===== config.mk =====
export PLATFORM = sky130hd
export DESIGN_NAME = fpcvt_seq
export DESIGN_NICKNAME = d
export VERILOG_FILES = /design/src/rtl/fpcvt_pkg.sv /design/src/rtl/twos_to_sm.sv /design/src/rtl/fpcvt_seq.sv
export SDC_FILE = /design/constraint.sdc
export NUM_CORES = 1
export LEC_CHECK = 0
export CORE_ASPECT_RATIO = 0.75
export CORE_MARGIN = 2
export CORE_UTILIZATION = 45
export DETAILED_ROUTE_END_ITERATION = 16
export DONT_BUFFER_PORTS = 1
export GPL_TIMING_DRIVEN = 0
export PLACE_DENSITY = 0.69
export SYNTH_ARGS = -nofsm -noshare
export SYNTH_HDL_FRONTEND = slang
export SYNTH_HIERARCHICAL = 1
export SYNTH_SLANG_ARGS = --single-unit
export TNS_END_PERCENT = 50

===== constraint.sdc =====
create_clock -name clk -period 2.37 [get_ports clk]
set_input_delay 0.3555 -clock clk [delete_from_list [all_inputs] [get_ports clk]]
set_output_delay 0.3555 -clock clk [all_outputs]
set_load 0.02 [all_outputs]

===== src/rtl/fpcvt_pkg.sv =====
// Shared types and constants for the sequential 12-bit to mini-float converter.
package fpcvt_pkg;

  // Converter control states
  typedef enum logic [1:0] {
    IDLE  = 2'd0,
    NORM  = 2'd1,
    ROUND = 2'd2,
    DONE  = 2'd3
  } state_t;

  localparam int IN_W  = 12;
  localparam int EXP_W = 3;
  localparam int SIG_W = 4;

  // Upper bound on normalisation shifts; also the exponent bias reference
  localparam logic [EXP_W-1:0] MAX_SHIFT = 3'd7;

endpackage


===== src/rtl/twos_to_sm.sv =====
// Combinational two's-complement to sign/magnitude converter.
// The most negative input (0x800) maps to magnitude 0x800 (2048).
module twos_to_sm
  import fpcvt_pkg::*;
(
  input  logic [IN_W-1:0] d,
  output logic            sign,
  output logic [IN_W-1:0] mag
);

  // Negate negative samples; the 12-bit wrap of -0x800 yields 0x800 as required
  always_comb begin
    sign = d[IN_W-1];
    mag  = d;
    if (d[IN_W-1]) begin
      mag = (~d) + 12'd1;
    end
  end

endmodule


===== src/rtl/fpcvt_seq.sv =====
// Sequential converter: accepts a 12-bit two's-complement sample, normalises it
// one bit per cycle and rounds it into a 1/3/4-bit sign/exponent/significand value.
module fpcvt_seq
  import fpcvt_pkg::*;
(
  input  logic             clk,
  input  logic             rst,
  input  logic [IN_W-1:0]  D,
  input  logic             in_valid,
  output logic             in_ready,
  output logic             S,
  output logic [EXP_W-1:0] E,
  output logic [SIG_W-1:0] F,
  output logic             out_valid,
  input  logic             out_ready,
  output logic             busy
);

  state_t            state;
  state_t            state_next;
  logic [IN_W-1:0]   mag;
  logic [IN_W-1:0]   mag_next;
  logic [EXP_W-1:0]  cnt;
  logic [EXP_W-1:0]  cnt_next;
  logic              sign;
  logic              sign_next;
  logic              s_next;
  logic [EXP_W-1:0]  e_next;
  logic [SIG_W-1:0]  f_next;

  logic              sm_sign;
  logic [IN_W-1:0]   sm_mag;

  logic [EXP_W-1:0]  exp_raw;
  logic [SIG_W-1:0]  sig_raw;
  logic [EXP_W-1:0]  rnd_exp;
  logic [SIG_W-1:0]  rnd_sig;

  twos_to_sm u_twos_to_sm (
    .d    (D),
    .sign (sm_sign),
    .mag  (sm_mag)
  );

  assign in_ready  = (state == IDLE);
  assign out_valid = (state == DONE);
  assign busy      = (state != IDLE);

  // Rounder: exponent from shift count, four significand bits below the leading one
  always_comb begin
    exp_raw = MAX_SHIFT - cnt;
    sig_raw = mag[10:7];
    rnd_exp = exp_raw;
    rnd_sig = sig_raw;
    if (mag[11]) begin
      rnd_exp = 3'd7;
      rnd_sig = 4'hF;
    end else if (mag[6]) begin
      if (sig_raw != 4'hF) begin
        rnd_sig = sig_raw + 4'd1;
      end else if (exp_raw != 3'd7) begin
        rnd_sig = 4'b1000;
        rnd_exp = exp_raw + 3'd1;
      end else begin
        rnd_exp = 3'd7;
        rnd_sig = 4'hF;
      end
    end
  end

  // Next-state and datapath update for the accept/normalise/round/handshake sequence
  always_comb begin
    state_next = state;
    mag_next   = mag;
    cnt_next   = cnt;
    sign_next  = sign;
    s_next     = S;
    e_next     = E;
    f_next     = F;
    case (state)
      IDLE: begin
        if (in_valid && in_ready) begin
          sign_next  = sm_sign;
          mag_next   = sm_mag;
          cnt_next   = '0;
          state_next = NORM;
        end
      end
      NORM: begin
        if (mag[11] || mag[10] || (cnt == MAX_SHIFT)) begin
          state_next = ROUND;
        end else begin
          mag_next = {mag[IN_W-2:0], 1'b0};
          cnt_next = cnt + 3'd1;
        end
      end
      ROUND: begin
        s_next     = sign;
        e_next     = rnd_exp;
        f_next     = rnd_sig;
        state_next = DONE;
      end
      DONE: begin
        if (out_ready) begin
          state_next = IDLE;
        end
      end
      default: begin
        state_next = IDLE;
      end
    endcase
  end

  // State and datapath registers; synchronous reset discards any sample in flight
  always_ff @(posedge clk) begin
    if (rst) begin
      state <= IDLE;
      mag   <= '0;
      cnt   <= '0;
      sign  <= 1'b0;
      S     <= 1'b0;
      E     <= '0;
      F     <= '0;
    end else begin
      state <= state_next;
      mag   <= mag_next;
      cnt   <= cnt_next;
      sign  <= sign_next;
      S     <= s_next;
      E     <= e_next;
      F     <= f_next;
    end
  end

endmodule


== Word-level counts from Yosys, hierarchy flattened ==
Index checks and enable logic that the tools add are counted.
Widths: inputs -> output; s select.

* Register bits: 26
* Input port bits: 16
* Output and inout port bits: 11
* Logic and storage cells: 51

* Add/sub/neg operators: 5
* Equality and inequality tests: 10
* Mux-type cells: 19
* Bitwise operators: 1
* Reduce and logical (&&, ||, !) cells: 9

{| class="wikitable"
|+ Operators by type and width
! kind !! number
|-
| $mux 12 || 3
|-
| $pmux 12 s2 || 1
|-
| $mux 3 || 7
|-
| $add 12x1->12 const B || 1
|-
| $mux 4 || 3
|-
| $not 12->12 || 1
|-
| $pmux 2 s4 || 1
|-
| $add 3x1->3 const B || 2
|-
| $mux 2 || 3
|-
| $pmux 3 s2 || 1
|-
| $reduce_and 3->1 || 2
|-
| $add 4x1->4 const B || 1
|-
| $eq 2x2->1 const B || 2
|-
| $ne 2x1->1 const B || 2
|-
| $ne 2x2->1 const B || 2
|-
| $ne 4x4->1 const B || 1
|-
| $reduce_bool 2->1 || 2
|-
| $eq 3x3->1 const B || 1
|-
| $ne 3x3->1 const B || 1
|-
| $sub 3x3->3 const A || 1
|-
| $eq 2x1->1 const B || 1
|-
| $logic_not 2->1 || 1
|-
| $logic_or 1x1->1 || 2
|-
| $reduce_and 2->1 || 1
|-
| $logic_and 1x1->1 || 1
|}

== Logic depth before layout (Yosys ltp) ==
* Word-level depth: 6
* Mapped depth: 7
* Gate-level depth less buffers: 7

== Modules after synthesis ==
The synthesis kept the hierarchy.

{| class="wikitable"
|+ Modules (own cells, without submodules)
! module !! times used !! cells an instance !! area an instance (um^2) !! seq. area each (um^2)
|-
| fpcvt_seq || 1 || 150 || 1383.8 || 520.5
|-
| twos_to_sm || 1 || 35 || 271.5 || 0.0
|}

== Worst setup path before layout ==
No wires, ideal clock.

* Path type: input-to-reg
* Start point: in D[4]
* End point: reg mag[9]
* Library setup time: 0.080 ns
* Arrival time: 1.744 ns
* Required time: 2.290 ns
* Slack: 0.546 ns
* Stages on the path: 6
* Buffers on the path: 1
* Cells stage by stage: or4_1 -> buf_2 -> o41ai_4 -> xnor2_1 -> o22ai_1 -> a211oi_2

* Cells in the longest elaborated chain, start to end: 5

{| class="wikitable"
|+ RTL lines
! item !! RTL line !! source
|-
| start, declared || fpcvt_seq.sv:8 || <nowiki>input logic [IN_W-1:0] D,</nowiki>
|-
| $not 12->12 || twos_to_sm.sv:16 || <nowiki>mag = (~d) + 12'd1;</nowiki>
|-
| $add 12x1->12 || twos_to_sm.sv:16 ||
|-
| $mux 12 || twos_to_sm.sv:15 || <nowiki>if (d[IN_W-1]) begin</nowiki>
|-
| named net sm_mag[9] || fpcvt_seq.sv:32 || <nowiki>logic [IN_W-1:0] sm_mag;</nowiki>
|-
| $mux 12 || fpcvt_seq.sv:82 || <nowiki>if (in_valid && in_ready) begin</nowiki>
|-
| $pmux 12 s2 || fpcvt_seq.sv:80 || <nowiki>case (state)</nowiki>
|-
| end signal, assigned || fpcvt_seq.sv:126 || <nowiki>mag <= mag_next;</nowiki>
|-
| end, declared || fpcvt_seq.sv:21 || <nowiki>logic [IN_W-1:0] mag;</nowiki>
|}

The timed path passes the listed nets, and every way through them passes these cells. The select of a mux whose other input is x is not followed.
A chain may end at the register's enable or synchronous reset.

== Worst setup path in the final report ==
* Start point: reg state[0]
* End point: reg mag[2]

* Cells in the longest elaborated chain, start to end: 4
* Elaborated cells on any way between the ends: 8
* Classes of those cells: 3 x eq/ne; 1 x mux; 4 x reduce/logical

{| class="wikitable"
|+ RTL lines
! item !! RTL line !! source
|-
| start, declared || fpcvt_seq.sv:19 || <nowiki>state_t state;</nowiki>
|-
| start signal, assigned || fpcvt_seq.sv:125 || <nowiki>state <= state_next;</nowiki>
|-
| $logic_not 2->1 * || fpcvt_seq.sv:45 || <nowiki>assign in_ready = (state == IDLE);</nowiki>
|-
| named net in_ready || fpcvt_seq.sv:10 || <nowiki>output logic in_ready,</nowiki>
|-
| $logic_and 1x1->1 || fpcvt_seq.sv:82 ||
|-
| $ne 2x1->1 (no line) || n/a ||
|-
| $reduce_and 3->1 (no line) || n/a ||
|}

Mark *: on every way through the listed nets, which the timed path passes. The rest lies on a longest branch.

==> results.toml <==
[outcome]
status = "complete, no violations"

[clock_tree]
clk_latency_ps = 280
cts_tree = "built"
cts.sinks = 26
cts_setup_buffers = 0
cts_resized = 0
h-tree-depth = 1
cts_buffer_depth = 2
cts_buffers = 3
hold_buffers = 0
cts.clk_slew.worst_paths_ps = 90
root_buffer = "clkbuf_8"

[cells_and_area]
seqCellArea_um2 = 520
multi_input_area_mm2 = 0.00100
syn_to_final_growth_pct = 8.24
diodes = 0
fin_area_mm2 = 0.00179
drive_gt1_frac = 0.175
fillers = 353
final_nets = 216

[pwr]
powerDensity_mw_per_mm2 = 1210
power.total_mw = 2.17
ir_drop_uv = 812
leakage_nw = 0.654

[critical_path]
cp_cell_sequence = "inv_1 -> ha_1 -> mux2_2 -> and2_2 -> buf_6 -> nor2_1 -> a211oi_2"
slowest_stage = "ha_1"
crit_path_end_kind = "register"
worstPathArrival_ps = 2070
crit_required_ps = 2520
path_class = "register to register"
cp_max_fo = 10
startpoint_type = "register"
cpPeakStageDelay_ps = 420

[grt]
grt_pass1_vias = 1196
grtUsageTotal = 0.170
busiest_layer = "met1"
grt_max_degree = 16
overflow = 0
gr-usage-met1 = 0.261
grt_use_met2 = 0.236
met3_usage = 0.0485
antenna_found_initial = 0
grt_first_pass_wirelength_um = 5550

[place]
post-place-ws_ps = 455
place_congestion = 0.772
place_area_mm2 = 0.00172
io_buffers = 0
hpwl_um = 2440

[logic_synthesis]
synthCells = 185
ys_async_sr_fraction = 0
netlist.area_leader.share = 0.314
syn_area_per_cell_um2 = 8.95
syn-num-nets = 211
synth_edf_count = 0
synth-main-ff-cell = "dfxtp_1"
synth_area_leaders = "dfxtp_1 (31%), a211oi_2 (7.6%), ha_1 (7.6%), nor2_1 (5.9%), xnor2_1 (4.8%)"
synth_top_cell_by_area = "dfxtp_1"
yosysWarnings = 6
ys_seq_elements = 26
yosysUniqueCellTypes = 41
ys_seq_area_frac = 0.314
mappedNetlistArea_mm2 = 0.00166
ys_top_cells_by_count = "dfxtp_1 (26), nor2_1 (26), inv_1 (11), o22ai_1 (11)"

[floorplanning]
fp-row-count = 19
die_w_um = 74.0
start_util = 0.461
die_area_mm2 = 0.00418
io_pins = 27
core_mm2 = 0.00359
die_h_um = 56.5

[routing]
drc = 0
routed_via_density = 5.41
routed_wl_um = 3330
num_vias = 1303
dr.pass1.iters = 4
antenna_left = 0
drt-initial-drc-count = 49
avgRoutedWirePerCell_um = 13.8

[timing]
fmax_mhz = 521
max_slew_margin = 0.564
skew_ps = 8.69
rsz0062_at_grt = "false"
worst_slack_ps = 452
min_period_ps = 1920
worstMarginPinSlew_ps = 654
fin_setup_tns_ps = 0
finalMaxSlewViolations = 0
setup_violations = 0
hold_viol_final = 0
period_share = 0.809

[job]
drv_cap = 0

[min_path]
holdCritPathClass = "input pin to register"
cells by family (layout without fill, tap and decap cells):
group / Yosys count / after routing / share of synthesized area
flops: 26 / 26 / 0.314
compound gates: 51 / 51 / 0.271
fa+ha+maj: 10 / 10 / 0.0756
mux: 5 / 5 / 0.0310
buf+inv: 26 / 30 / 0.0801
simple gates: 56 / 56 / 0.170
xor+xnor: 11 / 11 / 0.0582
critical path, delay by kind of cell (launching register included):
| family | cells | cell delay [ps] |
|---|---|---|
| compound gates | 1 | 60 |
| fa+ha+maj | 1 | 420 |
| buf+inv | 2 | 250 |
| flops | 1 | 350 |
| mux | 1 | 390 |
| simple gates | 2 | 330 |
area by class of cell:
cell class	instances	area share
buffer	15	0.0510
tap	52	0.0363
multi-input combinational	133	0.559
clock inverter	1	0.0168
inverter	11	0.0230
clock buffer	3	0.0230
sequential	26	0.291
layer usage:
| metal | part of all wire | up-vias |
|---|---|---|
| met5 | 0 | - |
| met4 | 0.0081 | 0 |
| met3 | 0.039 | 4 |
| met2 | 0.39 | 20 |
| met1 | 0.56 | 599 |
| li1 | - | 680 |
sequential cells by signal, summed over array words and instances (netlist names):
signal,count
E,3
F,4
S,1
cnt,3
mag,12
sign,1
state,2
where the power goes:
group	internal, mW	total, mW	switching, mW
combinational	0.444	1.08	0.633
sequential	0.575	0.714	0.139
clock	0.226	0.377	0.150
placed cells by master (no fill, tap or decap), types with 3 or more instances in the layout:
cell,instances
nor2b_1,3
a311oi_1,5
or4_1,4
nand2_1,8
xnor2_1,9
a21oi_1,3
o21ai_0,6
buf_2,4
clkbuf_1,5
dfxtp_1,26
o22ai_1,11
a211oi_1,4
nor2_1,26
clkbuf_8,3
or3_1,3
mux2i_1,4
inv_1,11
buf_6,3
a211oi_2,10
ha_1,10
worst paths after layout:
path	start	to	slack (ps)	cells past startpoint
worst max-delay path	state[0]	mag[2]	450	7
worst min-delay path	in_valid	sign	230	2
worst max register to register	state[0]	mag[2]	450	7
worst min register to register	sign	sign	460	2
through the flow:
| step | utilization | hold slack [ps] | cells |
|---|---|---|---|
| after floorplan | - | 436 | 185 |
| after global placement | 0.479 | 447 | 237 |
| after detailed placement | 0.479 | 452 | 237 |
| after CTS | 0.499 | 225 | 241 |
| after global routing | 0.499 | 232 | 241 |
| final | 0.499 | 233 | 241 |
No activity file was read; power rests on OpenSTA's default activity.
